===== src/rtl/serial_to_parallel_lane_pkg.sv =====
// Shared lane definitions: FSM state encoding, COMMA default and word geometry,
// common to the striping, parallel-to-serial and serial-to-parallel stages.
package serial_to_parallel_lane_pkg;

  localparam int unsigned BYTE_W    = 8;
  localparam int unsigned WORD_W    = 32;
  localparam int unsigned BIT_CNT_W = 5;

  localparam logic [BYTE_W-1:0] COMMA_DEFAULT = 8'hBC;

  typedef enum logic [1:0] {
    ST_SEARCH  = 2'd0,
    ST_LOCKING = 2'd1,
    ST_ACTIVE  = 2'd2
  } lane_state_e;

  // Idle word: the alignment byte repeated across the whole word.
  function automatic logic [WORD_W-1:0] idle_word(input logic [BYTE_W-1:0] comma);
    return {4{comma}};
  endfunction

endpackage


===== src/rtl/serial_to_parallel_lane_if.sv =====
// Lane bus: serial bit in, assembled word and status out.
interface serial_to_parallel_lane_if;
  import serial_to_parallel_lane_pkg::*;

  logic              data_in;
  logic [WORD_W-1:0] data_out;
  logic              valid_out;
  logic              active;

  modport master (output data_in, input data_out, input valid_out, input active);
  modport slave  (input data_in, output data_out, output valid_out, output active);

endinterface


===== src/rtl/serial_to_parallel_lane_comma_detect.sv =====
// 8-bit serial shift register with a COMMA compare on the byte it loads this cycle.
module serial_to_parallel_lane_comma_detect
  import serial_to_parallel_lane_pkg::*;
#(
  parameter logic [BYTE_W-1:0] COMMA = COMMA_DEFAULT
) (
  input  logic              clk_32f,
  input  logic              reset,
  input  logic              data_in,
  output logic [BYTE_W-1:0] shift_q,
  output logic              match_c
);

  logic [BYTE_W-1:0] shift_c;

  assign shift_c = {shift_q[BYTE_W-2:0], data_in};
  assign match_c = (shift_c == COMMA);

  always_ff @(posedge clk_32f) begin
    if (!reset) begin
      shift_q <= '0;
    end else begin
      shift_q <= shift_c;
    end
  end

endmodule


===== src/rtl/serial_to_parallel_lane.sv =====
// Serial-to-parallel lane: comma alignment, lock FSM and 32-bit word assembly.
// Optional lock loss on long non-idle runs when S2P_LOCK_LOSS_EN is defined.
module serial_to_parallel_lane
  import serial_to_parallel_lane_pkg::*;
#(
  parameter logic [BYTE_W-1:0] COMMA      = COMMA_DEFAULT,
  parameter int unsigned       LOCK_BYTES = 4,
  parameter int unsigned       MAX_GAP    = 16
) (
  input  logic                   clk_32f,
  input  logic                   reset,
  serial_to_parallel_lane_if.slave lane
);

  localparam int unsigned         CNT_W       = $clog2(LOCK_BYTES + 1);
  localparam int unsigned         UPPER_W     = WORD_W - BYTE_W - 1;
  localparam logic [CNT_W-1:0]    LOCK_TARGET = CNT_W'(LOCK_BYTES);
  localparam logic [WORD_W-1:0]   IDLE_WORD   = idle_word(COMMA);
  localparam logic [BIT_CNT_W-1:0] LAST_BIT   = BIT_CNT_W'(WORD_W - 1);

  if (LOCK_BYTES == 0 || MAX_GAP == 0) begin : g_param_check
    $error("serial_to_parallel_lane: LOCK_BYTES and MAX_GAP must be non-zero");
  end

  lane_state_e          state_q;
  logic [CNT_W-1:0]     comma_cnt_q;
  logic [BIT_CNT_W-1:0] bit_cnt_q;
  logic [UPPER_W-1:0]   upper_q;
  logic [BYTE_W-1:0]    shift_q;
  logic                 match_c;
  logic [WORD_W-1:0]    word_c;
  logic                 byte_edge_c;
  logic                 word_edge_c;
  logic                 idle_c;
  logic                 lose_c;

  serial_to_parallel_lane_comma_detect #(
    .COMMA (COMMA)
  ) u_comma_detect (
    .clk_32f (clk_32f),
    .reset   (reset),
    .data_in (lane.data_in),
    .shift_q (shift_q),
    .match_c (match_c)
  );

  // Word bits 31..9 trail the byte shifter by 8 cycles; bits 8..0 are shifter plus current bit.
  assign word_c      = {upper_q, shift_q, lane.data_in};
  assign byte_edge_c = (bit_cnt_q[2:0] == 3'd7);
  assign word_edge_c = (bit_cnt_q == LAST_BIT);
  assign idle_c      = (word_c == IDLE_WORD);

`ifdef S2P_LOCK_LOSS_EN
  localparam int unsigned GAP_W = $clog2(MAX_GAP + 1);

  logic [GAP_W-1:0] gap_q;

  assign lose_c = (state_q == ST_ACTIVE) && word_edge_c && !idle_c
                  && (gap_q >= GAP_W'(MAX_GAP));

  // Run length of consecutive non-idle words while active.
  always_ff @(posedge clk_32f) begin
    if (!reset) begin
      gap_q <= '0;
    end else if (state_q != ST_ACTIVE || lose_c) begin
      gap_q <= '0;
    end else if (word_edge_c) begin
      gap_q <= idle_c ? '0 : gap_q + GAP_W'(1);
    end
  end
`else
  assign lose_c = 1'b0;
`endif

  always_ff @(posedge clk_32f) begin
    if (!reset) begin
      state_q        <= ST_SEARCH;
      comma_cnt_q    <= '0;
      bit_cnt_q      <= '0;
      upper_q        <= '0;
      lane.data_out  <= '0;
      lane.valid_out <= 1'b0;
      lane.active    <= 1'b0;
    end else begin
      upper_q <= {upper_q[UPPER_W-2:0], shift_q[BYTE_W-1]};
      unique case (state_q)
        ST_SEARCH: begin
          lane.data_out  <= '0;
          lane.valid_out <= 1'b0;
          lane.active    <= 1'b0;
          bit_cnt_q      <= '0;
          if (match_c) begin
            if (LOCK_BYTES == 1) begin
              state_q     <= ST_ACTIVE;
              lane.active <= 1'b1;
              comma_cnt_q <= LOCK_TARGET;
            end else begin
              state_q     <= ST_LOCKING;
              comma_cnt_q <= CNT_W'(1);
            end
          end
        end
        ST_LOCKING: begin
          lane.data_out  <= '0;
          lane.valid_out <= 1'b0;
          lane.active    <= 1'b0;
          bit_cnt_q      <= bit_cnt_q + BIT_CNT_W'(1);
          // Only bytes landing on the boundary fixed by the first match count.
          if (byte_edge_c) begin
            if (!match_c) begin
              state_q     <= ST_SEARCH;
              comma_cnt_q <= '0;
              bit_cnt_q   <= '0;
            end else if (comma_cnt_q + CNT_W'(1) == LOCK_TARGET) begin
              state_q     <= ST_ACTIVE;
              lane.active <= 1'b1;
              comma_cnt_q <= LOCK_TARGET;
              bit_cnt_q   <= '0;
            end else begin
              comma_cnt_q <= comma_cnt_q + CNT_W'(1);
            end
          end
        end
        ST_ACTIVE: begin
          bit_cnt_q <= bit_cnt_q + BIT_CNT_W'(1);
          if (word_edge_c) begin
            lane.data_out  <= idle_c ? '0 : word_c;
            lane.valid_out <= !idle_c;
          end
          if (lose_c) begin
            state_q     <= ST_SEARCH;
            lane.active <= 1'b0;
            comma_cnt_q <= '0;
            bit_cnt_q   <= '0;
          end
        end
        default: begin
          state_q <= ST_SEARCH;
        end
      endcase
    end
  end

endmodule


===== src/flat_wrapper.sv =====
// flat-port wrapper written by rule: the top's interface ports become plain ports
module serial_to_parallel_lane_flat import serial_to_parallel_lane_pkg::*;
#(
  parameter logic [BYTE_W-1:0] COMMA      = COMMA_DEFAULT,
  parameter int unsigned       LOCK_BYTES = 4,
  parameter int unsigned       MAX_GAP    = 16
)
  (clk_32f, reset, lane_data_in, lane_data_out, lane_valid_out, lane_active);
  serial_to_parallel_lane_if lane_i ();
  input  logic clk_32f;
  input  logic reset;
  input wire logic [$bits(lane_i.data_in)-1:0] lane_data_in;
  output wire logic [$bits(lane_i.data_out)-1:0] lane_data_out;
  output wire logic [$bits(lane_i.valid_out)-1:0] lane_valid_out;
  output wire logic [$bits(lane_i.active)-1:0] lane_active;
  assign lane_i.data_in = lane_data_in;
  assign lane_data_out = lane_i.data_out;
  assign lane_valid_out = lane_i.valid_out;
  assign lane_active = lane_i.active;
  serial_to_parallel_lane #(.COMMA(COMMA), .LOCK_BYTES(LOCK_BYTES), .MAX_GAP(MAX_GAP)) u_core (.clk_32f(clk_32f), .reset(reset), .lane(lane_i));
endmodule

===== config.mk =====
export PLATFORM = sky130hd
export DESIGN_NAME = serial_to_parallel_lane_flat
export DESIGN_NICKNAME = d
export VERILOG_FILES = /design/src/rtl/serial_to_parallel_lane_pkg.sv /design/src/rtl/serial_to_parallel_lane_if.sv /design/src/rtl/serial_to_parallel_lane_comma_detect.sv /design/src/rtl/serial_to_parallel_lane.sv /design/src/flat_wrapper.sv
export SDC_FILE = /design/constraint.sdc
export NUM_CORES = 1
export LEC_CHECK = 0
export ABC_AREA = 0
export CORE_ASPECT_RATIO = 1.5
export CORE_MARGIN = 3
export CORE_UTILIZATION = 35
export CTS_CLUSTER_DIAMETER = 150
export DETAILED_ROUTE_END_ITERATION = 7
export DONT_BUFFER_PORTS = 1
export HOLD_SLACK_MARGIN = 0.03
export PLACE_DENSITY = 0.56
export SYNTH_ARGS = -nofsm -noshare
export SYNTH_HDL_FRONTEND = slang
export SYNTH_SLANG_ARGS = --single-unit

===== constraint.sdc =====
create_clock -name clk_32f -period 2.3 [get_ports clk_32f]
set_input_delay 0.575 -clock clk_32f [delete_from_list [all_inputs] [get_ports clk_32f]]
set_output_delay 0.575 -clock clk_32f [all_outputs]
set_load 0.05 [all_outputs]

# Word level (Yosys, flattened, before mapping)
# Cells that the tools add are included.
dict set report classes {
  add_sub_neg 2
  n_eq_ne 11
  muxes 23
  bitwise_logic 1
  n_reduce_logical 9
}
# op n
set op_table {}
lappend op_table {{32-bit 2-to-1 mux} 2}
lappend op_table {{32-bit case mux with 2 select lines} 1}
lappend op_table {{32-bit equality test (second input constant)} 1}
lappend op_table {{5-bit 2-to-1 mux} 3}
lappend op_table {{5-bit case mux with 3 select lines} 1}
lappend op_table {{3-bit 2-to-1 mux} 4}
lappend op_table {{8-bit equality test (second input constant)} 1}
lappend op_table {{2-bit 2-to-1 mux} 4}
lappend op_table {{3-bit equality test (second input constant)} 2}
lappend op_table {{2-bit by 1-bit != test with 1-bit output (second input constant)} 3}
lappend op_table {{2-bit case mux with 3 select lines} 1}
lappend op_table {{3-bit case mux with 2 select lines} 1}
lappend op_table {{5-bit by 1-bit adder with 5-bit output (second input constant)} 1}
lappend op_table {{5-bit equality test (second input constant)} 1}
lappend op_table {{1-bit 2-to-1 mux} 4}
lappend op_table {{1-bit case mux with 2 select lines} 2}
lappend op_table {{4-bit AND reduction} 1}
lappend op_table {{2-bit nonzero test} 2}
lappend op_table {{3-bit by 1-bit adder with 3-bit output (second input constant)} 1}
lappend op_table {{3-bit != test (second input constant)} 1}
lappend op_table {{3-bit AND reduction} 1}
lappend op_table {{3-bit nonzero test} 1}
lappend op_table {{2-bit by 1-bit equality test with 1-bit output (second input constant)} 1}
lappend op_table {{2-bit equality test (second input constant)} 1}
lappend op_table {{other kinds (5)} 5}
dict set report totals {
  register_bits 75
  input_bits 3
  word_cells 54
}

# Depth between registers and ports, before layout
dict set report logic_depth {
  ltp_word 6
  ltp_mapped 8
  ltp_nobuf 7
}

# Cells and area by module
# From an unflattened synthesis, not the netlist that was laid out.
dict set report hier_totals {
  hier_cells 231
  area_unflattened_um2 2626.3
}
# module n_inst cells_each area_each_um2 seq_area_each_um2
set modules_own_cells {}
lappend modules_own_cells {serial_to_parallel_lane 1 212 2389.8 1341.3}
lappend modules_own_cells {serial_to_parallel_lane_comma_detect 1 19 236.5 160.2}

# Least setup slack after synthesis
# No wires, ideal clock.
dict set report synth_timing {
  path_kind {in2reg}
  startpoint {in lane_data_in}
  endpoint {reg u_core.state_q[0]}
  t_arrival_ns 1.766
  t_required_ns 2.188
  setup_slack_ns 0.422
  path_stages 4
  path_buffers 0
  path_cell_list {nand4bb_1 a211oi_2 o22ai_1 a2111oi_1}
}
dict set report synth_via {
  elab_chain_cells 4
  word_cells_on_any_way 7
  cone_classes {eq/ne (3); mux (3); reduce/logical (1)}
}
# item line_no
set synth_lines {}
lappend synth_lines {{start: declaration} flat_wrapper.sv:12} ;# input wire logic [$bits(lane_i.data_in)-1:0] lane_data_in;
lappend synth_lines {{8-bit equality test *} serial_to_parallel_lane_comma_detect.sv:17} ;# assign match_c = (shift_c == COMMA);
lappend synth_lines {{2-bit 2-to-1 mux} serial_to_parallel_lane.sv:110} ;# if (!match_c) begin
lappend synth_lines {{2-bit 2-to-1 mux} serial_to_parallel_lane.sv:109} ;# if (byte_edge_c) begin
lappend synth_lines {{2-bit case mux with 3 select lines} serial_to_parallel_lane.sv:86} ;# unique case (state_q)
lappend synth_lines {{end signal: assignment} serial_to_parallel_lane.sv:94} ;# state_q <= ST_ACTIVE;
lappend synth_lines {{end signal: assignment} serial_to_parallel_lane.sv:111} ;# state_q <= ST_SEARCH;
lappend synth_lines {{end signal: assignment} serial_to_parallel_lane.sv:115} ;# state_q <= ST_ACTIVE;
lappend synth_lines {{end: declaration} serial_to_parallel_lane.sv:25} ;# lane_state_e state_q;
# Every way passes the cells marked *; elsewhere a longest branch is shown, timed or not. The select of a mux whose other input is x is not followed.
# A chain may end at the register's enable or synchronous reset.

# Worst setup path after layout
dict set report layout_timing {
  startpoint {reg u_core.upper_q[13]}
  endpoint {reg u_core.lane.data_out[25]}
}
dict set report layout_via {
  elab_chain_cells 4
}
# item line_no
set layout_lines {}
lappend layout_lines {{start: declaration} serial_to_parallel_lane.sv:28} ;# logic [UPPER_W-1:0] upper_q;
lappend layout_lines {{start signal: assignment} serial_to_parallel_lane.sv:85} ;# upper_q <= {upper_q[UPPER_W-2:0], shift_q[BYTE_W-1]};
lappend layout_lines {{32-bit equality test} serial_to_parallel_lane.sv:51} ;# assign idle_c = (word_c == IDLE_WORD);
lappend layout_lines {{32-bit 2-to-1 mux} serial_to_parallel_lane.sv:127} ;# lane.data_out <= idle_c ? '0 : word_c;
lappend layout_lines {{32-bit 2-to-1 mux} serial_to_parallel_lane.sv:126} ;# if (word_edge_c) begin
lappend layout_lines {{32-bit case mux with 2 select lines} serial_to_parallel_lane.sv:86}
lappend layout_lines {{end signal: assignment} serial_to_parallel_lane.sv:127}
lappend layout_lines {{end: declaration} serial_to_parallel_lane_if.sv:11} ;# modport slave (input data_in, output data_out, output valid_out, output active);
# Every way passes these cells. The select of a mux whose other input is x is not followed.

==> results.md <==
* ANT cells at 0
* Fin Setup TNS at 0 ps
* TritonCTS clock tree: built
* DPL Wire Length at between 3 and 4 mm
* Most frequent cells in the layout: 75 x dfxtp_1, 32 x a22o_1, 30 x and2_1, 11 x clkbuf_8
* # DRC at 0
* Nature of the critical path endpoint: register
* Yosys warns at 0
* Worst vdd ir at ~380 uV
* Number of synthesized flops with an enable pin at 0
* Hold Fails Final Rpt at 0
* Design area at between 2000 and 3000 sq um
* Clock Skew at between 7 and 8 ps
* DP Cell Count at 330
* Vias in the first global route at around 1800
* First-pass GRT wire length at between 9 and 10 mm
* Multi-input logic area at 1050 sq um
* FILL cells at about 750
* Slew margin rel. at 0.606
* Distinct cells, synth at between 40 and 50
* Final nets at roughly 250
* Final Setup Violations at 0
* F_max at between 500 and 600 MHz
* #FFs+latches synth at between 70 and 80
* Rows at 38
* Synthesized area at approximately 2700 sq um
* WS Path Type: register to register
* Cell count after synthesis at between 200 and 250
* CP startpoint kind: register
* Via-per-instance ratio at 4.97
* Post-Layout Cell Count at between 300 and 400
* Max-slew violations at 0
* All-Layer GR Usage at 0.139
* Leakage power at 0.00109 uW
* Clock transition at path regs at 70 ps
* Layout cell share with drive strength beyond 1 at 0.0943
* CTS Buf Count at 9
* Cell Pwr Density at between 700 and 800 nW/um^2
* WP data arrival at 2220 ps
* Initial DRT Pass Iterations at 4
* Ys flop type: dfxtp_1
* Routed len/inst at 16.0 microns
* Clk sinks at 75
* RSZ-0062 raised after global routing: false
* Avg Inst Size Synth at 11.1 sq um
* Clk_lat worst skew at ~330 ps
* Sequential area share after synthesis at 0.566
* CTS resizes at 0
* Cts hold-fix bufs at 0
* 1st-iter DRT viols at a little over 90
* Post-Syn Nets at around 250
* Core area at roughly 7300 sq um
* Routed Antenna Nets at 0
* Port buffer count at 0
* Wirelength, routed at ~5.5 mm
* Vias at between 1500 and 2000
* Clk root buf: clkbuf_8
* DIE HEIGHT at around 110 microns
* Met1 usage at 0.165
* Status: complete, no violations
* Die area at 8680 sq um
* Most common cell after layout, fill and taps aside: dfxtp_1
* Routability Congestion at roughly 0.74
* Largest cells by area after synthesis: dfxtp_1 57%, a22o_1 11%, and2_1 7.1%
* Flop2flop setup slack at about 310 ps
* Grt met2 use at 0.216
* Area Overhead vs Synth at 9.86%
* Min Tclk post-route at 1990 ps
* Area post-placement at between 2000 and 3000 sq um
* Area leader, netlist: dfxtp_1
* Critical path required time at between 2000 and 3000 ps
* Actual slew at the worst max-slew pin at roughly 600 ps
* Register area at between 1500 and 2000 sq um
* Max FO, Critical Path at 19
* Global route hottest layer: met2
* H-Tree Depth at 3
* Die width at 77.1 microns
* Max Cap Violations at 0
* Initial antenna violation count at 0
* Ports at 37
* Synth top area share at 0.566
* Worst hold path class: input pin to register
* Largest net degree at the start of global routing at 35
* Pwr Total at approximately 2200 uW
* Gr ovfl total at 0
* Initial Utilization at 0.362
* Met3 usage at 0.0498
* Post-synth ARST share at 0
* Setup bufs post-CTS at 0
* Tcrit/Tclk final at 0.865
* CTS max path bufs at 2
==> cell type report <==
class                   count  area share
repair buffers              4      0.0103
well taps                 100      0.0430
flip-flops and latches     75       0.515
inverters                   9      0.0116
multi-input cells         142       0.362
clock buffers              12      0.0533
clock inverters             2     0.00430
==> cells by family after synthesis <==
| family | count (synthesis) | share of synthesized area |
|---|---|---|
| fa+ha+maj | 9 | 0.0425 |
| mux | 1 | 0.00378 |
| flops | 75 | 0.566 |
| compound gates | 60 | 0.181 |
| simple gates | 71 | 0.163 |
| buf+inv | 22 | 0.0401 |
| xor+xnor | 1 | 0.00330 |
==> report_power, final <==
part           internal (uW)  switching, uW  leakage [uW]
Combinational           2.27           4.48      0.000400
Clock                    438            447     0.0000843
Sequential              1300           2.27      0.000604
==> layer usage <==
| layer | vias to the layer above | wire (microns) |
|---|---|---|
| li1 | 866 | - |
| met5 | - | 0 |
| met3 | 6 | 292 |
| met4 | 0 | 89 |
| met1 | 808 | 2370 |
| met2 | 28 | 2740 |
==> through the flow <==
step           setup WS [ps]   util  hold slack [ps]
2_1_floorplan            422      -              436
3_3_place_gp             317  0.375              444
3_5_place_dp             305  0.375              451
4_1_cts                  288  0.398              337
5_1_grt                  180  0.398              331
6_report                 311  0.398              357
==> sequential cells by signal, indices dropped and copies added, names as in the netlist <==
signal                         flops
u_core.bit_cnt_q                   5
u_core.comma_cnt_q                 3
u_core.lane.active                 1
u_core.lane.data_out              32
u_core.lane.valid_out              1
u_core.state_q                     2
u_core.u_comma_detect.shift_q      8
u_core.upper_q                    23
==> critical path, stage by stage, from the launching register on <==
cell	delay (ps)
dfxtp_1	320
or4b_1	560
nor4_2	390
a31oi_4	130
buf_4	230
a22o_1	250
==> cell usage after synthesis (2+ instances only) <==
| cell type | count |
|---|---|
| o21a_1 | 2 |
| o21ai_0 | 4 |
| o2111ai_1 | 3 |
| nor2_1 | 5 |
| a21oi_1 | 7 |
| clkbuf_1 | 7 |
| nand2_1 | 7 |
| nand2b_1 | 2 |
| dfxtp_1 | 75 |
| a22o_1 | 32 |
| a211oi_1 | 2 |
| inv_1 | 9 |
| nand3_1 | 4 |
| nor3_1 | 5 |
| o211ai_1 | 2 |
| nand4b_1 | 3 |
| nand4_1 | 5 |
| and2_1 | 30 |
| buf_1 | 2 |
| ha_1 | 9 |
| buf_6 | 3 |
==> final timing paths <==
kind | start | endpoint | cells after the start
worst min-delay path | lane_data_in | u_core.u_comma_detect.shift_q[0] | 1
worst min register to register | u_core.bit_cnt_q[4] | u_core.bit_cnt_q[4] | 2
worst max register to register | u_core.upper_q[13] | u_core.lane.data_out[25] | 5
worst max-delay path | u_core.upper_q[13] | u_core.lane.data_out[25] | 5
(Power assumes the default switching activity.)
